`config.mk`:
```
export PLATFORM = sky130hd
export DESIGN_NAME = tri_raster_scanner_flat
export DESIGN_NICKNAME = d
export VERILOG_FILES = /design/src/rtl/tri_raster_scanner_if.sv /design/src/rtl/tri_raster_scanner.sv /design/src/flat_wrapper.sv
export SDC_FILE = /design/constraint.sdc
export NUM_CORES = 1
export LEC_CHECK = 0
export BUFFER_PORTS_ARGS = -buffer_cell sky130_fd_sc_hd__buf_4
export CAP_MARGIN = 20
export CORE_ASPECT_RATIO = 1.75
export CORE_MARGIN = 4
export CORE_UTILIZATION = 62
export CTS_CLUSTER_SIZE = 30
export DETAILED_ROUTE_END_ITERATION = 12
export HOLD_SLACK_MARGIN = 0.03
export PLACE_DENSITY = 0.87
export REMOVE_ABC_BUFFERS = 1
export SLEW_MARGIN = 15
export SYNTH_ARGS = -nofsm -noshare
export SYNTH_HDL_FRONTEND = slang
export SYNTH_SLANG_ARGS = --single-unit
export TNS_END_PERCENT = 1
```
`constraint.sdc`:
```
create_clock -name clk -period 10.3 [get_ports clk]
set_clock_uncertainty 0.05 [all_clocks]
set_input_delay 0.515 -clock clk [delete_from_list [all_inputs] [get_ports clk]]
set_output_delay 0.515 -clock clk [all_outputs]
set_load 0.01 [all_outputs]
```
`src/rtl/tri_raster_scanner_if.sv`:
```
// Pixel sink handshake between tri_raster_scanner (master) and the downstream pixel consumer (slave).
interface tri_raster_scanner_if #(
  parameter int evalBits = 8,
  parameter int lambdaW  = 13
);
  logic                      pix_valid;
  logic                      pix_ready;
  logic        [evalBits-1:0] pix_x;
  logic        [evalBits-1:0] pix_y;
  logic signed [lambdaW-1:0]  pix_l0;
  logic signed [lambdaW-1:0]  pix_l1;
  logic signed [lambdaW-1:0]  pix_l2;

  modport master (output pix_valid, pix_x, pix_y, pix_l0, pix_l1, pix_l2, input pix_ready);
  modport slave  (input pix_valid, pix_x, pix_y, pix_l0, pix_l1, pix_l2, output pix_ready);
endinterface

```
`src/rtl/tri_raster_scanner.sv`:
```
// Triangle bounding-box scanner: drives BaricentricCoords and forwards covered pixels to a sink.
// Optional macro RASTER_BACKFACE_CULL_EN: also cull clockwise (negative-area) triangles.
module tri_raster_scanner #(
  parameter int evalBits    = 8,
  parameter int intBits     = 4,
  parameter int decimalBits = 8
) (
  input  logic                                  clk,
  input  logic                                  rst,
  input  logic                                  start,
  input  logic signed [intBits:0]               x_0,
  input  logic signed [intBits:0]               y_0,
  input  logic signed [intBits:0]               x_1,
  input  logic signed [intBits:0]               y_1,
  input  logic signed [intBits:0]               x_2,
  input  logic signed [intBits:0]               y_2,
  output logic                                  busy,
  output logic                                  done,
  output logic        [evalBits-1:0]            evalX,
  output logic        [evalBits-1:0]            evalY,
  input  logic                                  inTris,
  input  logic signed [intBits+decimalBits:0]   lambda_0,
  input  logic signed [intBits+decimalBits:0]   lambda_1,
  input  logic signed [intBits+decimalBits:0]   lambda_2,
  tri_raster_scanner_if.master                  pix
);
  localparam int AW   = 2*intBits + 3;
  localparam int MAXC = (2**evalBits) - 1;

  typedef enum logic [2:0] {IDLE, SETUP, SCAN, EMIT, DONE} state_t;

  state_t state, state_nxt;
  logic   load, setup, capture, advance, last, cull;

  logic signed [intBits:0]  x0_r, y0_r, x1_r, y1_r, x2_r, y2_r;
  logic        [evalBits-1:0] xmin, xmax, ymin, ymax;
  logic signed [AW-1:0]     dx1, dy1, dx2, dy2, area;

  function automatic logic signed [intBits:0] min3(input logic signed [intBits:0] a, b, c);
    logic signed [intBits:0] m;
    m = (a < b) ? a : b;
    return (c < m) ? c : m;
  endfunction

  function automatic logic signed [intBits:0] max3(input logic signed [intBits:0] a, b, c);
    logic signed [intBits:0] m;
    m = (a > b) ? a : b;
    return (c > m) ? c : m;
  endfunction

  // Saturate a signed vertex coordinate into the unsigned scan range.
  function automatic logic [evalBits-1:0] clamp_coord(input logic signed [intBits:0] v);
    if (v < 0)             return '0;
    else if (int'(v) > MAXC) return evalBits'(MAXC);
    else                   return evalBits'(int'(v));
  endfunction

  assign xmin = clamp_coord(min3(x0_r, x1_r, x2_r));
  assign xmax = clamp_coord(max3(x0_r, x1_r, x2_r));
  assign ymin = clamp_coord(min3(y0_r, y1_r, y2_r));
  assign ymax = clamp_coord(max3(y0_r, y1_r, y2_r));

  assign dx1  = AW'(x1_r) - AW'(x0_r);
  assign dy1  = AW'(y1_r) - AW'(y0_r);
  assign dx2  = AW'(x2_r) - AW'(x0_r);
  assign dy2  = AW'(y2_r) - AW'(y0_r);
  assign area = dx1*dy2 - dx2*dy1;

`ifdef RASTER_BACKFACE_CULL_EN
  assign cull = (area == '0) || area[AW-1];
`else
  assign cull = (area == '0);
`endif

  assign last = (evalX == xmax) && (evalY == ymax);
  assign busy = (state != IDLE);
  assign done = (state == DONE);

  always_comb begin
    state_nxt = state;
    load      = 1'b0;
    setup     = 1'b0;
    capture   = 1'b0;
    advance   = 1'b0;
    case (state)
      IDLE:  if (start) begin
               load      = 1'b1;
               state_nxt = SETUP;
             end
      SETUP: begin
               setup     = 1'b1;
               state_nxt = cull ? DONE : SCAN;
             end
      SCAN:  if (inTris) begin
               capture   = 1'b1;
               state_nxt = EMIT;
             end else begin
               advance   = !last;
               state_nxt = last ? DONE : SCAN;
             end
      EMIT:  if (pix.pix_ready) begin
               advance   = !last;
               state_nxt = last ? DONE : SCAN;
             end
      DONE:  state_nxt = IDLE;
      default: state_nxt = IDLE;
    endcase
  end

  // Vertex latch: only meaningful while busy, so it carries no reset.
  always_ff @(posedge clk) begin
    if (load) begin
      x0_r <= x_0;  y0_r <= y_0;
      x1_r <= x_1;  y1_r <= y_1;
      x2_r <= x_2;  y2_r <= y_2;
    end
  end

  always_ff @(posedge clk) begin
    if (rst) begin
      state         <= IDLE;
      evalX         <= '0;
      evalY         <= '0;
      pix.pix_valid <= 1'b0;
      pix.pix_x     <= '0;
      pix.pix_y     <= '0;
      pix.pix_l0    <= '0;
      pix.pix_l1    <= '0;
      pix.pix_l2    <= '0;
    end else begin
      state <= state_nxt;
      if (setup) begin
        evalX <= xmin;
        evalY <= ymin;
      end else if (advance) begin
        if (evalX < xmax) begin
          evalX <= evalX + 1'b1;
        end else begin
          evalX <= xmin;
          evalY <= evalY + 1'b1;
        end
      end
      if (capture) begin
        pix.pix_valid <= 1'b1;
        pix.pix_x     <= evalX;
        pix.pix_y     <= evalY;
        pix.pix_l0    <= lambda_0;
        pix.pix_l1    <= lambda_1;
        pix.pix_l2    <= lambda_2;
      end else if (state == EMIT && pix.pix_ready) begin
        pix.pix_valid <= 1'b0;
      end
    end
  end
endmodule

```
`src/flat_wrapper.sv`:
```
// flat-port wrapper written by rule: the top's interface ports become plain ports
module tri_raster_scanner_flat 
#(
  parameter int evalBits    = 8,
  parameter int intBits     = 4,
  parameter int decimalBits = 8
)
  (clk, rst, start, x_0, y_0, x_1, y_1, x_2, y_2, busy, done, evalX, evalY, inTris, lambda_0, lambda_1, lambda_2, pix_pix_valid, pix_pix_x, pix_pix_y, pix_pix_l0, pix_pix_l1, pix_pix_l2, pix_pix_ready);
  tri_raster_scanner_if #(.evalBits(evalBits), .lambdaW(((4) + (8) + 1))) pix_i ();
  input  logic clk;
  input  logic rst;
  input  logic start;
  input  logic signed [intBits:0] x_0;
  input  logic signed [intBits:0] y_0;
  input  logic signed [intBits:0] x_1;
  input  logic signed [intBits:0] y_1;
  input  logic signed [intBits:0] x_2;
  input  logic signed [intBits:0] y_2;
  output logic busy;
  output logic done;
  output logic        [evalBits-1:0] evalX;
  output logic        [evalBits-1:0] evalY;
  input  logic inTris;
  input  logic signed [intBits+decimalBits:0] lambda_0;
  input  logic signed [intBits+decimalBits:0] lambda_1;
  input  logic signed [intBits+decimalBits:0] lambda_2;
  output wire logic [$bits(pix_i.pix_valid)-1:0] pix_pix_valid;
  output wire logic [$bits(pix_i.pix_x)-1:0] pix_pix_x;
  output wire logic [$bits(pix_i.pix_y)-1:0] pix_pix_y;
  output wire logic [$bits(pix_i.pix_l0)-1:0] pix_pix_l0;
  output wire logic [$bits(pix_i.pix_l1)-1:0] pix_pix_l1;
  output wire logic [$bits(pix_i.pix_l2)-1:0] pix_pix_l2;
  input wire logic [$bits(pix_i.pix_ready)-1:0] pix_pix_ready;
  assign pix_pix_valid = pix_i.pix_valid;
  assign pix_pix_x = pix_i.pix_x;
  assign pix_pix_y = pix_i.pix_y;
  assign pix_pix_l0 = pix_i.pix_l0;
  assign pix_pix_l1 = pix_i.pix_l1;
  assign pix_pix_l2 = pix_i.pix_l2;
  assign pix_i.pix_ready = pix_pix_ready;
  tri_raster_scanner #(.evalBits(evalBits), .intBits(intBits), .decimalBits(decimalBits)) u_core (.clk(clk), .rst(rst), .start(start), .x_0(x_0), .y_0(y_0), .x_1(x_1), .y_1(y_1), .x_2(x_2), .y_2(y_2), .busy(busy), .done(done), .evalX(evalX), .evalY(evalY), .inTris(inTris), .lambda_0(lambda_0), .lambda_1(lambda_1), .lambda_2(lambda_2), .pix(pix_i));
endmodule
```
# Yosys cells after proc, flatten, opt, wreduce, memory -nomap -nowiden
# Cells that the tools add are included.
totals:
  reg_bits: 105
  output_inout_bits: 74
  word_cells: 98
classes:
  n_addsub: 7
  multipliers: 2
  n_lt_le_gt_ge: 17
  n_eq_ne: 9
  n_mux: 38
  n_reduce_logical: 10
ops:
  columns: ["op", "count"]
  rows:
  - ["$mux W8", 14]
  - ["$mux W5", 8]
  - ["$gt A5 B9 Y1 const B", 4]
  - ["$sub A5 B5 Y6", 4]
  - ["$mul A11 B11 Y11", 2]
  - ["$gt A5 B5 Y1", 4]
  - ["$lt A5 B1 Y1 const B", 4]
  - ["$lt A5 B5 Y1", 4]
  - ["$add A8 B1 Y8 const B", 2]
  - ["$eq A8 B8 Y1", 2]
  - ["$mux W3", 5]
  - ["$pmux W3 S4", 1]
  - ["$logic_not A11 Y1", 1]
  - ["$sub A11 B11 Y11", 1]
  - ["$mux W1", 9]
  - ["$lt A8 B8 Y1", 1]
  - ["$eq A3 B2 Y1 const B", 2]
  - ["$ne A2 B2 Y1 const B", 2]
  - ["$reduce_and A2 Y1", 2]
  - ["$reduce_bool A2 Y1", 2]
  - ["$eq A3 B1 Y1 const B", 1]
  - ["$eq A3 B3 Y1 const B", 1]
  - ["$logic_not A3 Y1", 1]
  - ["$reduce_bool A3 Y1", 1]
  - ["4 further kinds", 5]

# Depth between registers and ports, before layout
depth:
  depth_word: 14
  depth_mapped: 29
  ltp_nobuf: 29

# Worst setup path after synthesis
# No wires, ideal clock.
synth_timing:
  path_kind: "register -> register"
  startpoint: "register u_core.x1_r[0]"
  endpoint: "register u_core.state[1]"
  setup_ps: 115
  arrival_ps: 6401
  t_required_ps: 10135
  slack_ps: 3733
  path_stages_with_launch: 28
  synth_period_minus_slack_ps: 6567
  cell_sequence: "edfxtp_1 > inv_1 > ha_1 > inv_1 > fa_1 > a21o_1 > a21oi_1 > xnor2_1 > nand2_1 > fa_1 > inv_1 > fa_1 > inv_1 > fa_1 > fa_1 > fa_1 > fa_1 > inv_1 > ha_1 > o21ai_0 > a21oi_1 > o21ai_0 > nand2b_1 > a21oi_1 > xnor2_1 > nor4_1 > nor2b_1 > nor4_1"
synth_via:
  elab_chain_cells: 12
  elab_cells_between_ends: 19
  classes_between: "add/sub: 2; mul: 1; order compare: 4; eq/ne: 1; mux: 9; reduce/logical: 2"
synth_lines:
  columns: ["element", "line", "rtl"]
  rows:
  - ["from (decl)", "tri_raster_scanner.sv:35", "logic signed [intBits:0] x0_r, y0_r, x1_r, y1_r, x2_r, y2_r;"]
  - ["from (signal assigned)", "tri_raster_scanner.sv:114", "x1_r <= x_1; y1_r <= y_1;"]
  - ["parallel branches: the longest is 11 deep, another holds $mul A11 B11 Y11", null, null]
  - ["$pmux W3 S4 (*)", "tri_raster_scanner.sv:85", "case (state)"]
  - ["to (signal assigned)", "tri_raster_scanner.sv:131", "state <= state_nxt;"]
  - ["to (decl)", "tri_raster_scanner.sv:32", "state_t state, state_nxt;"]
# Mark *: on every way between the ends. The select of a mux whose other input is x is not followed.
# A chain may end at the register's enable or synchronous reset.

# Worst setup path in the final report
layout_timing:
  startpoint: "register u_core.x1_r[0]"
  endpoint: "register u_core.state[2]"
# Same word-level chain as after synthesis.

==> impl_results.md <==
- Outcome: finished, final reports clean
- Largest net degree at the start of global routing: 76
- 1st-iter DRT viols: 291
- Fmax: 0.139 GHz
- Root Driver: clkbuf_16
- Sequential-to-total area share from yosys stat: 27.9%
- Critical R2R Launch: u_core.x1_r[0]
- Least-Margin Pin Slew: 1040 ps
- Async S/R FF share, synth: 0%
- Slowest CP cell: fa_1
- Netlist cell types: 75
- Avg Cell Area, Syn: 8.87 µm²
- Arrival @ worst endpoint: 7450 ps
- Worst slack, placed: 3140 ps
- CP Buf/Inv Count: 5
- Top delay family on crit path: adder cells
- HP Class: input pin to flip-flop
- Max Slew Vio Count: 0
- TritonCTS clock tree: built
- Routed Antenna Nets: 0
- Worst slew margin: 30.1%
- HPWL after DPL: 18.2 mm
- Instance count on the critical path: 27
- CTS Sinks: 105
- Total negative slack: 0 ps
- Nets@finish: 1328
- Layout cells sized above 1: 18.0%
- Std cell rows: 56
- Synth top area cells: dfxtp_1, fa_1, ha_1
- Max-cap violations: 0
- DRT Pass-1 Iters: 5
- CP most frequent cell: fa_1
- Origin of the worst setup path: u_core.x1_r[0]
- Count leader, synth: nand2_1
- Prevailing post-synth register cell: dfxtp_1
- DR vias: 7407
- # Post-CTS Setup Buffers: 0
- Initial Utilization: 63.8%
- Crit Path Max Fanout: 5
- Synthesized instance count: 972
- R2R cell count: 27
- Synth area leader: dfxtp_1
- Worst-path clk slew: 70 ps
- Critical Path End Type: flip-flop
- Post-layout minimum cycle time: 7220 ps
- Detail-routed via count per cell: 5.77
- Port buffer count: 147
- N_diodes: 0
- Initial antenna violation count: 0
- Hold Fails Final Rpt: 0
- Die area: 15900 µm²
- CP Class: flip-flop to flip-flop
- Startpoint Class: flip-flop
- Number of flops mapped to enable cells by yosys: 30
- Height of the chip: 164 µm
- DRC errors left: 0
- Final worst setup slack: 3080 ps
- CTS max path bufs: 2
- Utilization after layout: 75.4%
- Area grow syn2layout: 18.2%
- Routed wire length per instance: 18.0 µm
- Placer Congestion: 0.982
- Global route total overflow: 0
- WL final: 23.2 mm
- R2R setup slack: 3080 ps
- TritonCTS buffer count: 9
- H-tree levels: 3
- WHS: 288 ps
- Reg2reg end: u_core.state[2]
- Clk Latency, worst-skew pair: 350 ps
- Yosys warns: 0
- Yosys top cell area share: 17.4%
- Register bit total from synthesis: 105
- Mapped cell area: 8620 µm²
- Cts hold-fix bufs: 0
- CP peak stage delay: 540 ps
- RSZ-0062 raised after global routing: no
- Die W: 97.1 µm
- Top Ports: 148
- Gr usage total: 29.9%
- Worst setup path endpoint: u_core.state[2]
- Crit share post-route: 70.1%
- Vias in the first global route: 8072
- # setup viols final: 0
- Core footprint: 13500 µm²
- Post-CTS sizing: 0
- Top post-synthesis cells by count: nand2_1, inv_1, ha_1
- First-pass GRT wire length: 38.3 mm
- WP data required: 10530 ps
## sequential cells by signal, indices dropped and copies added, names as in the netlist
name	cells
u_core.evalX	8
u_core.evalY	8
u_core.pix.pix_l0	13
u_core.pix.pix_l1	13
u_core.pix.pix_l2	13
u_core.pix.pix_valid	1
u_core.pix.pix_x	8
u_core.pix.pix_y	8
u_core.state	3
u_core.x0_r	5
u_core.x1_r	5
u_core.x2_r	5
u_core.y0_r	5
u_core.y1_r	5
u_core.y2_r	5
## layer usage
layer	global-route usage, %	wire length (µm)	part of all wire [%]	up-vias
met5	0	0	0	-
met2	57.2	12500	54	281
met1	28.4	7690	33	3506
met4	17.2	1340	5.8	0
met3	7.61	1600	6.9	89
li1	-	-	-	3531
## how the worst min path moves through the flow
stage | startpoint | end | slack [ps] | cells past startpoint
floorplan | u_core.pix.pix_l0[0] | u_core.pix.pix_l0[0] | 420 | 2
global placement | u_core.pix.pix_l1[5] | u_core.pix.pix_l1[5] | 390 | 2
detailed placement | u_core.pix.pix_l1[5] | u_core.pix.pix_l1[5] | 400 | 2
CTS | y_2[0] | u_core.y2_r[0] | 280 | 1
global route | x_0[3] | u_core.x0_r[3] | 280 | 1
finish | y_1[3] | u_core.y1_r[3] | 290 | 1
## through the flow
step                area (µm²)  instances
floorplan                 8500        943
global placement          9860       1268
detailed placement        9860       1268
CTS                      10200       1284
global route             10200       1284
finish                   10200       1284
## placed cells by master, fill, tap and decap left out, types with 4 or more instances in the layout
master,count
o21ai_1,4
mux2i_1,16
a211oi_1,4
nor3_1,13
xnor2_1,21
edfxtp_1,30
o21ai_0,18
o21a_1,6
or2_2,7
nor2_1,61
o211ai_1,5
ha_1,85
nand2_1,162
inv_1,110
clkbuf_16,9
and2_1,7
a21o_1,9
fa_1,64
nor3b_1,4
dfxtp_1,75
nand3_1,11
a41oi_1,4
nor2b_1,24
nand2b_1,13
nor4_1,4
a31oi_1,13
xor2_1,16
a21oi_1,84
or3_1,9
buf_4,151
## area by class of cell
| cell class | count | area, µm² |
|---|---|---|
| well taps | 174 | 218 |
| clock buffers | 10 | 229 |
| multi-input cells | 728 | 5690 |
| clock inverters | 6 | 106 |
| fillers | 954 | 3330 |
| inverters | 110 | 413 |
| repair buffers | 151 | 1130 |
| flip-flops and latches | 105 | 2400 |
## worst register-to-register path, stage by stage (launching register included)
cell and delay (ps):
edfxtp_1 400, inv_1 70, ha_1 160, inv_1 60, fa_1 410, a21o_1 180, a21oi_1 410, xnor2_1 230
nand2_1 140, fa_1 490, inv_1 50, fa_1 540, inv_1 60, fa_1 520, fa_1 460, fa_1 520
fa_1 520, inv_1 60, ha_1 330, o21ai_0 170, a21oi_1 70, o21ai_0 230, nand2b_1 80, a21oi_1 180
xnor2_1 90, nor4_1 390, nand4b_1 160, a21oi_1 140
## cells by family (layout without fill, tap and decap cells)
family,count (synthesis),after routing,share of synthesized area (%)
DFF,105,105,27.9
and+or+nand+nor,349,349,19.8
xor gates and xnor gates,37,37,3.76
adders and majority gates,149,149,27.2
muxes,21,21,2.63
AOI/OAI and AO/OA,172,172,12.5
buffers and inverters,139,277,6.24
Power is left out: the tool's default activity adds up to more than one toggle a clock period on the data nets, which glitch-free logic cannot reach.
